--- src/rtl/mem_stage_ctrl.sv ---
// MEM-stage dcache sequencer: request, stall, result beat, halt drain, watchdog.
// Define LLSC_EN to add the LL/SC link register with snoop invalidation.
module mem_stage_ctrl #(
   parameter int WORD_W  = 32,
   parameter int TIMEOUT = 0
) (
   input  logic              CLK,
   input  logic              RST,
   input  logic              em_valid,
   input  logic              MemWr_out,
   input  logic              MemtoReg_out,
   input  logic              is_ll,
   input  logic              is_sc,
   input  logic              halt_out,
   input  logic              flush,
   input  logic [WORD_W-1:0] ALUOut_out,
   input  logic [WORD_W-1:0] rdat2_out,
   input  logic              dhit,
   input  logic [WORD_W-1:0] dload,
   input  logic              snoop_inv,
   input  logic [WORD_W-1:0] snoop_addr,
   output logic              dREN,
   output logic              dWEN,
   output logic [WORD_W-1:0] daddr,
   output logic [WORD_W-1:0] dstore,
   output logic              mem_stall,
   output logic              wb_valid,
   output logic [WORD_W-1:0] wb_data,
   output logic              halt_done,
   output logic              misalign,
   output logic              err
);

   localparam int CNT_W = (TIMEOUT > 1) ? $clog2(TIMEOUT) : 1;

   typedef enum logic [1:0] {
      IDLE,
      REQ,
      DONE
   } state_t;

   state_t            state, state_d;
   logic              dren_d, dwen_d;
   logic [WORD_W-1:0] daddr_d, dstore_d, wbd_d;
   logic              wbv_d, mis_d, haltd_d, err_d;
   logic              mis_q, mis_qd;
   logic              ld_q, ld_qd;
   logic [CNT_W-1:0]  cnt, cnt_d;
   logic              mem_op, req, mis_in;
   logic [WORD_W-1:0] addr_in;

   assign mem_op  = MemWr_out | MemtoReg_out;
   assign req     = em_valid & ~flush & ~halt_done & mem_op;
   assign addr_in = {ALUOut_out[WORD_W-1:2], 2'b00};
   assign mis_in  = |ALUOut_out[1:0];

   assign mem_stall = ((state == IDLE) && req) || (state == REQ);

`ifdef LLSC_EN
   logic              link_v, link_v_d;
   logic [WORD_W-1:0] link_a, link_a_d;
   logic              ll_q, ll_qd;
   logic              sc_ok, snoop_hit;

   assign sc_ok     = link_v & (link_a == addr_in);
   assign snoop_hit = snoop_inv & link_v &
                      (snoop_addr[WORD_W-1:2] == link_a[WORD_W-1:2]);
`else
   logic unused_llsc;
   assign unused_llsc = &{1'b0, is_ll, is_sc, snoop_inv, snoop_addr};
`endif

   always_comb begin
      state_d  = state;
      dren_d   = dREN;
      dwen_d   = dWEN;
      daddr_d  = daddr;
      dstore_d = dstore;
      wbv_d    = 1'b0;
      wbd_d    = wb_data;
      mis_d    = 1'b0;
      haltd_d  = halt_done;
      err_d    = err;
      mis_qd   = mis_q;
      ld_qd    = ld_q;
      cnt_d    = cnt;
`ifdef LLSC_EN
      link_v_d = link_v;
      link_a_d = link_a;
      ll_qd    = ll_q;
      if (snoop_hit) link_v_d = 1'b0;
`endif
      unique case (state)
         IDLE: begin
            cnt_d = '0;
            if (req) begin
               daddr_d  = addr_in;
               dstore_d = rdat2_out;
               mis_qd   = mis_in;
               ld_qd    = MemtoReg_out;
               dren_d   = MemtoReg_out;
               dwen_d   = MemWr_out;
               state_d  = REQ;
`ifdef LLSC_EN
               ll_qd = is_ll & MemtoReg_out;
               if (MemWr_out && (is_sc || sc_ok)) link_v_d = 1'b0;
               // failed SC never touches the dcache
               if (MemWr_out && is_sc && !sc_ok) begin
                  dren_d  = 1'b0;
                  dwen_d  = 1'b0;
                  state_d = DONE;
                  wbv_d   = 1'b1;
                  wbd_d   = '0;
                  mis_d   = mis_in;
               end
`endif
            end else if (em_valid && !flush && !halt_done) begin
               if (halt_out) begin
                  haltd_d = 1'b1;
               end else begin
                  wbv_d = 1'b1;
                  wbd_d = '0;
               end
            end
         end
         REQ: begin
            if (dhit) begin
               dren_d  = 1'b0;
               dwen_d  = 1'b0;
               state_d = DONE;
               wbv_d   = 1'b1;
               mis_d   = mis_q;
               wbd_d   = ld_q ? dload : WORD_W'(1);
`ifdef LLSC_EN
               if (ll_q) begin
                  link_v_d = 1'b1;
                  link_a_d = daddr;
               end
`endif
            end else if (TIMEOUT != 0) begin
               if (cnt == CNT_W'(TIMEOUT - 1)) err_d = 1'b1;
               else cnt_d = cnt + 1'b1;
            end
         end
         DONE: begin
            state_d = IDLE;
         end
         default: begin
            state_d = IDLE;
         end
      endcase
   end

   always_ff @(posedge CLK) begin
      if (RST) begin
         state     <= IDLE;
         dREN      <= 1'b0;
         dWEN      <= 1'b0;
         daddr     <= '0;
         dstore    <= '0;
         wb_valid  <= 1'b0;
         wb_data   <= '0;
         misalign  <= 1'b0;
         halt_done <= 1'b0;
         err       <= 1'b0;
         mis_q     <= 1'b0;
         ld_q      <= 1'b0;
         cnt       <= '0;
`ifdef LLSC_EN
         link_v    <= 1'b0;
         link_a    <= '0;
         ll_q      <= 1'b0;
`endif
      end else begin
         state     <= state_d;
         dREN      <= dren_d;
         dWEN      <= dwen_d;
         daddr     <= daddr_d;
         dstore    <= dstore_d;
         wb_valid  <= wbv_d;
         wb_data   <= wbd_d;
         misalign  <= mis_d;
         halt_done <= haltd_d;
         err       <= err_d;
         mis_q     <= mis_qd;
         ld_q      <= ld_qd;
         cnt       <= cnt_d;
`ifdef LLSC_EN
         link_v    <= link_v_d;
         link_a    <= link_a_d;
         ll_q      <= ll_qd;
`endif
      end
   end

endmodule
--- config.mk ---
export PLATFORM = sky130hd
export DESIGN_NAME = mem_stage_ctrl
export DESIGN_NICKNAME = d
export VERILOG_FILES = /design/src/rtl/mem_stage_ctrl.sv
export SDC_FILE = /design/constraint.sdc
export NUM_CORES = 1
export LEC_CHECK = 0
export CAP_MARGIN = 30
export CORE_MARGIN = 2
export CORE_UTILIZATION = 41
export DETAILED_ROUTE_END_ITERATION = 10
export PLACE_DENSITY = 0.86
export SLEW_MARGIN = 15
export SYNTH_ARGS = -nofsm -noshare
export SYNTH_HDL_FRONTEND = slang
export SYNTH_SLANG_ARGS = --single-unit
--- constraint.sdc ---
create_clock -name CLK -period 2 [get_ports CLK]
set_input_delay 0.4 -clock CLK [delete_from_list [all_inputs] [get_ports CLK]]
set_output_delay 0.4 -clock CLK [all_outputs]
set_load 0.02 [all_outputs]
==> summary.md, run 1 <==
| Metric | Value |
|---|---|
| Outcome | finished, final reports clean |
| Post-route antenna net violation count | 0 |
| Cells after Synth | 653 |
| Slowest stage cell on the critical path | dfxtp_1 |
| Levels on crit path | 5 |
| Port bufs | between 200 and 250 |
| ANT cells | 0 |
| Worst-Margin Slew | 0.655 ns |
| EDFF count, synth | 0 |
| Core area | 11,900 µm² |
| Drt total wl | 16,200 µm |
| Peak VDD IR | around 540 µV |
| Synthesized cell area | a little under 5000 µm² |
| Post-route non-filler standard cell count | 995 |
| Die Ht | 114 µm |
| Die Wd | 114 µm |
| Synth async-reset ratio | 0% |
| Routability cong. | 0.790 |
| Detailed Routing Iterations Pass 1 | 8 |
| TNS Setup | 0 ns |
| CP arrival | about 2.2 ns |
| Post-DR wirelength/cell | 16.3 µm |
| Root buf cell | clkbuf_16 |
| Worst slew margin | between 50% and 60% |
| Top delay family on crit path | compound AO/OA/AOI/OAI gates |
| First-pass GRT wire length | 25,500 µm |
| Crit-path cells | nor4bb_4 -> clkbuf_16 -> a21oi_1 -> a211o_1 -> a222oi_1 |
| Hold Fails Final Rpt | 0 |
| CP startpoint | state[1]$_SDFFE_PP0P_ |
| Synth unique cells | 35 |
| Yosys top cell area share | 41.9% |
| Highest-count cells in the layout ignoring fill and taps | 220 x nand2_1, 200 x clkdlybuf4s50_1, 103 x dfxtp_1 |
| Total congestion overflow | 0 |
| Clock Latency Late Sink | approximately 0.35 ns |
| Maximum root-to-sink buffer count | 2 |
| Reg clk slew, reported paths | 0.08 ns |
| Via count | 5,505 |
| Crit-path max cell delay | 0.43 ns |
| H-tree Lvls | 3 |
| RR Startpoint | state[1]$_SDFFE_PP0P_ |
| Crit-path max FO | 31 |
| Post-synthesis average cell area | approximately 7.5 µm² |
| Met2 GRT Util | 40.1% |
| Seq cells post-synth | slightly above 100 |
| Power Density | approximately 650 nW/µm² |
| # setup viols final | 0 |
| CP startpoint kind | flip-flop |
| Post-synth top area cell | dfxtp_1 |
| Crit end category | flip-flop |
| Commonest non-fill, non-tap cell in the layout | nand2_1 |
| Main synth FF type | dfxtp_1 |
| Ports | between 200 and 250 |
| Worst setup margin | 0.0951 ns |
| Largest net degree at the start of global routing | 65 |
| Num CTS Buffers | 9 |
| Die ar. | 12,900 µm² |
| Buf/Inv on CP | 1 |
| CTS tree | built |
| Worst setup endpoint | wb_data[10]$_SDFFE_PP0P_ |
| Static Leak | 2.62 nW |
| Post-layout nets | just under 1,000 |
| Met1 usage | a little under a third |
| Worst reg2reg setup slack | 0.1 ns |
| Starting Density | slightly above 40% |
| Dpl cells | slightly below 1,000 |
| Final Critical Period | 1.90 ns |
| Sequential area share after synthesis | 41.9% |
| Initial antenna violation count | 0 |
| WS Path Type | flip-flop to flip-flop |
| # DRC | 0 |
| Reg-to-reg endpoint | wb_data[10]$_SDFFE_PP0P_ |
| Tightest Hold Check Type | flip-flop to flip-flop |
| Max-capacitance violation count | 0 |
| Row count | 40 |
| Iteration-0 DRC Markers | 757 |
| Worst Reg-to-Reg Cells | 5 |
| Met3 Track Usage GR | 9.35% |
| Final worst-path cycle share | between 90% and 100% |
| DR vias/cell | 5.53 |
| Vias in the first global route | 5,141 |
| Clock net sink count | between 100 and 150 |
| WP data required | 2.25 ns |
| YS warnings | 0 |
| HPWL after DPL | 10,800 µm |
| Fmax | 0.525 GHz |
| Hold_ws | 0.453 ns |
| GRT Util Overall | between 20% and 30% |
| Final setup skew | 0.00956 ns |
| Global routing's busiest layer | met2 |
| Slew Viols, Final | 0 |
| Top cells by area, synth | dfxtp_1 42%, nand2_1 17%, a21oi_1 9.8%, a222oi_1 6.3%, a211o_1 5.5% |
| Layout cells sized above 1 | 8.02% |
| Place WS | -0.342 ns |
| Area Overhead vs Synth | 54.0% |
layer usage:
| metal | vias up | wire [µm] |
|---|---|---|
| met5 | - | 0 |
| li1 | 2663 | - |
| met1 | 2512 | 6310 |
| met4 | 0 | 285 |
| met3 | 25 | 1870 |
| met2 | 305 | 7730 |
how the worst min path moves through the flow:
stage / end / slack (ns) / from / depth (start not counted)
after floorplan: misalign$_SDFF_PP0_ / 0.45 / mis_q$_SDFFE_PP0P_ / 1
after global placement: daddr[23]$_SDFFE_PP0P_ / 0.44 / daddr[23]$_SDFFE_PP0P_ / 2
after detailed placement: daddr[27]$_SDFFE_PP0P_ / 0.45 / daddr[27]$_SDFFE_PP0P_ / 2
after CTS: daddr[31]$_SDFFE_PP0P_ / 0.46 / daddr[31]$_SDFFE_PP0P_ / 2
after global routing: daddr[12]$_SDFFE_PP0P_ / 0.47 / daddr[12]$_SDFFE_PP0P_ / 2
final: daddr[27]$_SDFFE_PP0P_ / 0.45 / daddr[27]$_SDFFE_PP0P_ / 2
power breakdown:
part / switching, W / internal, W / leakage [nW]
clock network: 0.000839 / 0.000987 / 0.147
logic: 0.000463 / 0.000459 / 1.63
registers: 0.0000480 / 0.00213 / 0.837
total: 0.00135 / 0.00358 / 2.62
worst min-delay path, stage by stage, from the launching register on:
cell and delay, ns:
dfxtp_1 0.31, nand2_1 0.05, a21oi_1 0.05
kinds of logic (layout without fill, tap and decap cells):
family	count (synthesis)	after routing	synth area share [%]
simple gates	284	284	24.1
flops	103	103	41.9
buf+inv	69	262	6.69
compound gates	196	196	27.3
other cells	1	3	0.0762
cell type report:
type / count / area, µm²
tap: 147 / 184
sequential: 103 / 2060
timing repair buffer: 244 / 2440
clock buffer: 9 / 225
clock inverter: 7 / 77.6
fill: 1039 / 4290
multi-input combinational: 483 / 2570
inverter: 2 / 7.51
flip-flops by register name (all words and copies together) (netlist names):
name       count
wb_data       32
state          2
dstore        32
dREN           1
wb_valid       1
daddr         30
dWEN           1
misalign       1
ld_q           1
halt_done      1
mis_q          1
Yosys cell counts (all sizes together), types with 2 or more instances:
| cell | count |
|---|---|
| nand3 | 36 |
| dfxtp | 103 |
| a21oi | 96 |
| clkbuf | 45 |
| nand2 | 221 |
| and3 | 2 |
| a211o | 31 |
| a222oi | 31 |
| o21ai | 2 |
| a21o | 31 |
| buf | 22 |
| a211oi | 2 |
| nor3 | 5 |
| nor2 | 9 |
| nor2b | 2 |
what timing repair did:
action,4_1_cts,5_1_grt
hold buffers,0,0
setup buffers,0,1
pin swaps,0,3
resized for setup,4,5
cloned,0,1
endpoints found under the setup margin,1,17
stage by stage:
stage	util [%]	instance area, µm²	total power (W)
3_5_place_dp	61.0	7240	0.00314
2_1_floorplan	-	4930	0.00263
4_1_cts	63.6	7550	0.00495
3_3_place_gp	61.0	7240	0.00313
5_1_grt	63.9	7580	0.00512
6_report	63.9	7580	0.00493
Power figures use the tool's default switching activity.
==> run 2, diff against run 1 <==
--- a/config.mk
+++ b/config.mk
@@ -6,11 +6,12 @@
 export NUM_CORES = 1
 export LEC_CHECK = 0
 export CAP_MARGIN = 30
+export CORE_ASPECT_RATIO = 1.75
 export CORE_MARGIN = 2
 export CORE_UTILIZATION = 41
 export DETAILED_ROUTE_END_ITERATION = 10
 export PLACE_DENSITY = 0.86
-export SLEW_MARGIN = 15
+export SLEW_MARGIN = 20
 export SYNTH_ARGS = -nofsm -noshare
 export SYNTH_HDL_FRONTEND = slang
 export SYNTH_SLANG_ARGS = --single-unit
==> constraint.sdc (replaced) <==
create_clock -name CLK -period 1.9 [get_ports CLK]
set_input_delay 0.38 -clock CLK [delete_from_list [all_inputs] [get_ports CLK]]
set_output_delay 0.38 -clock CLK [all_outputs]
set_load 0.02 [all_outputs]
==> summary.md, run 2 (synthesis results as in run 1) <==
| Metric | Value |
|---|---|
| First-pass GRT wire length | 26,200 µm (was 25,500 µm) |
| Reg area | 2070 µm² (was 2060 µm²) |
| Via count | 5,572 (was 5,505) |
| Post-DR wirelength/cell | 16.6 µm (was 16.3 µm) |
| Row count | 53 (was 40) |
| Reg clk slew, reported paths | 0.07 ns (was 0.08 ns) |
| H-tree Lvls | 3 (unchanged) |
| RR Startpoint | halt_done$_SDFFE_PP0P_ (was state[1]$_SDFFE_PP0P_) |
| Area of the multi-input gates | 2590 µm² (was 2570 µm²) |
| Root buf cell | clkbuf_16 (unchanged) |
| Post-route non-filler standard cell count | 993 (was 995) |
| Finished Cell Area | 7760 µm² (was 7580 µm²) |
| Die ar. | 12,900 µm² (about the same) |
| Crit-path max cell delay | 0.41 ns (was 0.43 ns) |
| Final Critical Period | 1.84 ns |
| WS Path Type | input pin to output port (was flip-flop to flip-flop) |
| Vias in the first global route | 5,367 (was 5,141) |
| Place WS | -0.486 ns (was -0.342 ns) |
| Maximum root-to-sink buffer count | 2 (unchanged) |
| Drt total wl | 16,500 µm (was 16,200 µm) |
| CTS tree | built (unchanged) |
| Slowest stage cell on the critical path | clkdlybuf4s50_1 (was dfxtp_1) |
| Commonest non-fill, non-tap cell in the layout | nand2_1 (unchanged) |
| Final setup skew | 0.00690 ns (was 0.00956 ns) |
| Slew Viols, Final | 0 (unchanged) |
| Worst Reg-to-Reg Cells | 8 (was 5) |
| Power Density | 677 nW/µm² (was 650 nW/µm²) |
| Peak VDD IR | 584 µV (was 535 µV) |
| Top flop regs | dstore (32), wb_data (32), daddr (30) (unchanged) |
| Largest net degree at the start of global routing | 73 (was 65) |
| GRT Util Overall | 25.0% (was 24.5%) |
| Reg-to-reg endpoint | daddr[9]$_SDFFE_PP0P_ (was wb_data[10]$_SDFFE_PP0P_) |
| TNS Setup | 0 ns (unchanged) |
| Hold Fails Final Rpt | 0 (unchanged) |
| Die Ht | 149 µm (was 114 µm) |
| Placement Cell Area | 7200 µm² (was 7240 µm²) |
| Outcome | finished, final reports clean (unchanged) |
| Port bufs | 203 (unchanged) |
| Total congestion overflow | 0 (unchanged) |
| Post-route antenna net violation count | 0 (unchanged) |
| ANT cells | 0 (unchanged) |
| Area Overhead vs Synth | 57.7% (was 54.0%) |
| Ports | 242 (unchanged) |
| Detailed Routing Iterations Pass 1 | 6 (was 8) |
| Worst-Margin Slew | 0.786 ns (was 0.655 ns) |
| Highest-count cells in the layout ignoring fill and taps | 221 x nand2_1, 199 x clkdlybuf4s50_1, 100 x dfxtp_1 (was 220 x nand2_1, 200 x clkdlybuf4s50_1, 103 x dfxtp_1) |
| Iteration-0 DRC Markers | 418 (was 757) |
| Core area | 11,900 µm² (about the same) |
| Crit end category | output port (was flip-flop) |
| Fmax | about 0.54 GHz |
| Worst reg2reg setup slack | 0.06 ns (was 0.1 ns) |
| WP data required | 1.52 ns (was 2.25 ns) |
| # setup viols final | 0 (unchanged) |
| Routability cong. | 0.847 (was 0.790) |
| RSZ-0062 raised after global routing | yes |
| Num CTS Buffers | 9 (unchanged) |
| Post-layout nets | 990 (was 982) |
| Tightest Hold Check Type | flip-flop to flip-flop (unchanged) |
| Fill count | 957 (was 1,039) |
| Cell depth of the worst hold path | 2 (unchanged) |
| # DRC | 0 (unchanged) |
| Crit-path cells | clkdlybuf4s50_1 -> or2_2 -> nand3_2 -> nand2_1 -> buf_4 (was nor4bb_4 -> clkbuf_16 -> a21oi_1 -> a211o_1 -> a222oi_1) |
| Dpl cells | 966 (was 977) |
| Max-capacitance violation count | 0 (unchanged) |
| CP arrival | 1.46 ns (was 2.16 ns) |
| Worst setup margin | 0.0583 ns (was 0.0951 ns) |
| Die Wd | 86.8 µm (was 114 µm) |
| CP startpoint kind | input pin (was flip-flop) |
| Crit-path max FO | 2 (was 31) |
| Min-delay src | dstore[6]$_SDFFE_PP0P_ (was daddr[27]$_SDFFE_PP0P_) |
| CTS Hold Bufs | 0 (unchanged) |
| Worst slew margin | 47.6% (was 56.3%) |
| Final worst-path cycle share | a little under 100% |
| Starting Density | 41.5% (about the same) |
| Static Leak | 2.70 nW (was 2.62 nW) |
| HPWL after DPL | 10,700 µm (was 10,800 µm) |
| Clock net sink count | 103 (unchanged) |
| Hold endpoint | dstore[6]$_SDFFE_PP0P_ (was daddr[27]$_SDFFE_PP0P_) |
| Layout cells sized above 1 | 9.81% (was 8.02%) |
| DR vias/cell | 5.61 (was 5.53) |
| Clock Latency Late Sink | 0.34 ns (was 0.35 ns) |
| Initial antenna violation count | 0 (unchanged) |
## run 2: repair_timing
action                                  CTS  global route
pin swaps                                 2             4
setup buffers                             5             3
resized for setup                         9            22
gates cloned                              2             2
endpoints found under the setup margin   72            91
## run 2: stage by stage
stage	utilization, %	hold WS, ns	power (W)
after floorplan	-	0.453	0.00277
after global placement	60.7	0.440	0.00328
after detailed placement	60.7	0.445	0.00329
after CTS	64.4	0.456	0.00527
after global routing	65.4	0.469	0.00547
final	65.4	0.454	0.00525
## run 2: where the power goes
part / internal (W) / total (W) / switching (W)
combinational: 0.000512 / 0.00101 / 0.000501
clock: 0.00105 / 0.00195 / 0.000895
sequential: 0.00224 / 0.00229 / 0.0000477
total: 0.00381 / 0.00525 / 0.00144
## run 2: worst max path at each step
stage                     slack, ns  cells past startpoint                      end                   start
final                          0.06                      5                mem_stall            MemtoReg_out
after global routing          -0.02                      8  dstore[28]$_SDFFE_PP0P_  halt_done$_SDFFE_PP0P_
after CTS                     -0.03                      5                mem_stall                em_valid
after detailed placement      -0.49                      7   daddr[17]$_SDFFE_PP0P_                   flush
after global placement        -0.49                      5                mem_stall                   flush
after floorplan                0.09                      6                mem_stall            MemtoReg_out
## run 2: critical path, delay by kind of cell
family | cells | cell delay, ns
buffers and inverters | 2 | 0.57
and+or+nand+nor | 3 | 0.51
## run 2: layer usage
metal  track usage (%)  wire, µm
met5                 0         0
met4              11.4       679
met3              4.54       857
met2              43.4      8740
met1              29.1      6180
## run 2: cell type report
cell class                      instances  share of cell area (%)
Timing Repair Buffer                  252                    33.6
Sequential cell                       103                    26.7
Clock buffer                            9                    2.90
Multi-Input combinational cell        483                    33.4
Clock inverter                          7                    1.13
Tap cell                              137                    2.21
Inverter                                2                  0.0967
==> run 3, diff against run 2 <==
--- a/config.mk
+++ b/config.mk
@@ -7,7 +7,7 @@
 export LEC_CHECK = 0
 export CAP_MARGIN = 30
 export CORE_ASPECT_RATIO = 1.75
-export CORE_MARGIN = 2
+export CORE_MARGIN = 5
 export CORE_UTILIZATION = 41
 export DETAILED_ROUTE_END_ITERATION = 10
 export PLACE_DENSITY = 0.86
==> summary.md, run 3 (synthesis results as in run 1) <==
| Metric | Value |
|---|---|
| Slew Viols, Final | 0 (unchanged) |
| # DRC | 0 (unchanged) |
| HPWL after DPL | 12,100 µm (was 10,700 µm) |
| Fmax | 0.547 GHz (was 0.543 GHz) |
| Met3 Track Usage GR | 5.32% (was 4.54%) |
| Post-DR wirelength/cell | 17.3 µm (was 16.6 µm) |
| CP arrival | 1.45 ns (was 1.46 ns) |
| Clock Latency Late Sink | 0.34 ns (about the same) |
| Global routing's busiest layer | met2 (unchanged) |
| Post-route antenna net violation count | 0 (unchanged) |
| CTS tree | built (unchanged) |
| Ports | 242 (unchanged) |
| Top flop regs | dstore (32), wb_data (32), daddr (30) (unchanged) |
| Commonest non-fill, non-tap cell in the layout | nand2_1 (unchanged) |
| Drt total wl | 17,100 µm (was 16,500 µm) |
| Final Critical Period | 1.83 ns (was 1.84 ns) |
| Row count | 53 (unchanged) |
| Cell depth of the worst hold path | 2 (unchanged) |
| Worst Reg-to-Reg Cells | 5 (was 8) |
| DR vias/cell | 5.62 (was 5.61) |
| Outcome | finished, final reports clean (unchanged) |
| Hold Fails Final Rpt | 0 (unchanged) |
| First-pass GRT wire length | 27,100 µm (was 26,200 µm) |
| Met1 usage | 25.5% (was 29.1%) |
| Layout cells sized above 1 | 8.46% (was 9.81%) |
| Root buf cell | clkbuf_16 (unchanged) |
| Peak VDD IR | 607 µV (was 584 µV) |
| Die Wd | 92.8 µm (was 86.8 µm) |
| # setup viols final | 0 (unchanged) |
| Worst-Margin Slew | 0.764 ns (was 0.786 ns) |
| TNS Setup | 0 ns (unchanged) |
| RSZ-0062 raised after global routing | no (was yes) |
| Via count | 5,554 (was 5,572) |
| Worst slew margin | 49.0% (was 47.6%) |
| WS Path Type | flip-flop to output port (was input pin to output port) |
| Routability cong. | 0.882 (was 0.847) |
| Placement Cell Area | 7250 µm² (was 7200 µm²) |
| Met2 GRT Util | 40.3% (was 43.4%) |
| Static Leak | 2.62 nW (was 2.70 nW) |
| Power Density | 665 nW/µm² (was 677 nW/µm²) |
| Final setup skew | 0.00515 ns (was 0.00690 ns) |
| CTS Hold Bufs | 0 (unchanged) |
| Maximum root-to-sink buffer count | 2 (unchanged) |
| Final Total Pwr | 0.00505 W (was 0.00525 W) |
| WP data required | 1.52 ns (about the same) |
| Post-layout nets | 986 (was 990) |
| Total congestion overflow | 0 (unchanged) |
| Clock net sink count | 103 (unchanged) |
| Max-capacitance violation count | 0 (unchanged) |
| Vias in the first global route | 5,469 (was 5,367) |
| Reg clk slew, reported paths | 0.07 ns (about the same) |
| Iteration-0 DRC Markers | 456 (was 418) |
| Final worst-path cycle share | 96.1% (was 96.9%) |
| H-tree Lvls | 3 (unchanged) |
| Num CTS Buffers | 9 (unchanged) |
| Die ar. | 14,400 µm² (was 12,900 µm²) |
| GRT Util Overall | 23.1% (was 25.0%) |
| Area Overhead vs Synth | 54.4% (was 57.7%) |
| Crit end category | output port (unchanged) |
| Largest net degree at the start of global routing | 73 (unchanged) |
| Detailed Routing Iterations Pass 1 | 6 (unchanged) |
| Initial antenna violation count | 0 (unchanged) |
| Highest-count cells in the layout ignoring fill and taps | 220 x nand2_1, 199 x clkdlybuf4s50_1, 102 x dfxtp_1 (was 221 x nand2_1, 199 x clkdlybuf4s50_1, 100 x dfxtp_1) |
| Finished Cell Area | 7600 µm² (was 7760 µm²) |
| Starting Density | 41.5% (unchanged) |
| Crit-path max FO | 6 (was 2) |
| Core area | 11,900 µm² (unchanged) |
| Port bufs | 203 (unchanged) |
| Tightest Hold Check Type | flip-flop to flip-flop (unchanged) |
| Die Ht | 155 µm (was 149 µm) |
| ANT cells | 0 (unchanged) |
| CP startpoint kind | flip-flop (was input pin) |
## run 3: cell count changes in the layout (fill, tap and decap cells not counted), moves of 2 or more
cell / before / now
buf_6: 8 / 2
buf_12: 10 / 8
dlygate4sd2_1: 0 / 2
a21oi_1: 90 / 96
buf_4: 29 / 34
dfxtp_1: 100 / 102
clkinv_4: 3 / 1
a21oi_2: 6 / 0
clkinvlp_4: 0 / 2
## run 3: report_power, final
part / total (W) / switching (W) / leakage (nW) / internal, W
sequential: 0.00229 / 0.0000502 / 0.838 / 0.00224
clock: 0.00177 / 0.000864 / 0.130 / 0.000904
combinational: 0.000990 / 0.000495 / 1.66 / 0.000495
total: 0.00505 / 0.00141 / 2.62 / 0.00364
## run 3: worst paths after layout
check / start / endpoint / slack [ns]
max: state[0]$_SDFFE_PP0P_ / mem_stall / 0.07
min: dstore[16]$_SDFFE_PP0P_ / dstore[16]$_SDFFE_PP0P_ / 0.45
max reg2reg: halt_done$_SDFFE_PP0P_ / daddr[16]$_SDFFE_PP0P_ / 0.09
min reg2reg: dstore[16]$_SDFFE_PP0P_ / dstore[16]$_SDFFE_PP0P_ / 0.45
## run 3: stage by stage
step           utilization [%]  instances  setup slack, ns  hold slack, ns
4_1_cts                   63.7        987          -0.0194           0.455
3_3_place_gp              61.1        971           -0.278           0.440
3_5_place_dp              61.1        971           -0.339           0.445
6_report                  64.0        988           0.0734           0.454
2_1_floorplan                -        655           0.0922           0.453
5_1_grt                   64.0        988       0.00000355           0.472
## run 3: timing repair
item,4_1_cts,5_1_grt
setup endpoints to repair,1,45
pin swaps,1,1
buffers inserted,1,0
gates cloned,0,1
resized for setup,6,5
## run 3: per-layer routing
metal / wire length, µm / vias up
met5: 0 / -
met4: 879 / 0
met3: 1210 / 56
met2: 8800 / 257
met1: 6210 / 2567
li1: - / 2674
## run 3: area by class of cell
| type | instances | area [µm²] |
|---|---|---|
| well taps | 137 | 171 |
| flip-flops and latches | 103 | 2060 |
| fillers | 1040 | 4270 |
| multi-input cells | 483 | 2580 |
| clock inverters | 6 | 52.6 |
| inverters | 2 | 7.51 |
| repair buffers | 248 | 2490 |
| clock buffers | 9 | 225 |
## run 3: worst max-delay path, cell delays in order (launching register included)
cell	delay (ns)
dfxtp_2	0.36
nor4b_4	0.29
buf_4	0.18
nand3_4	0.08
nand2_2	0.07
buf_6	0.12
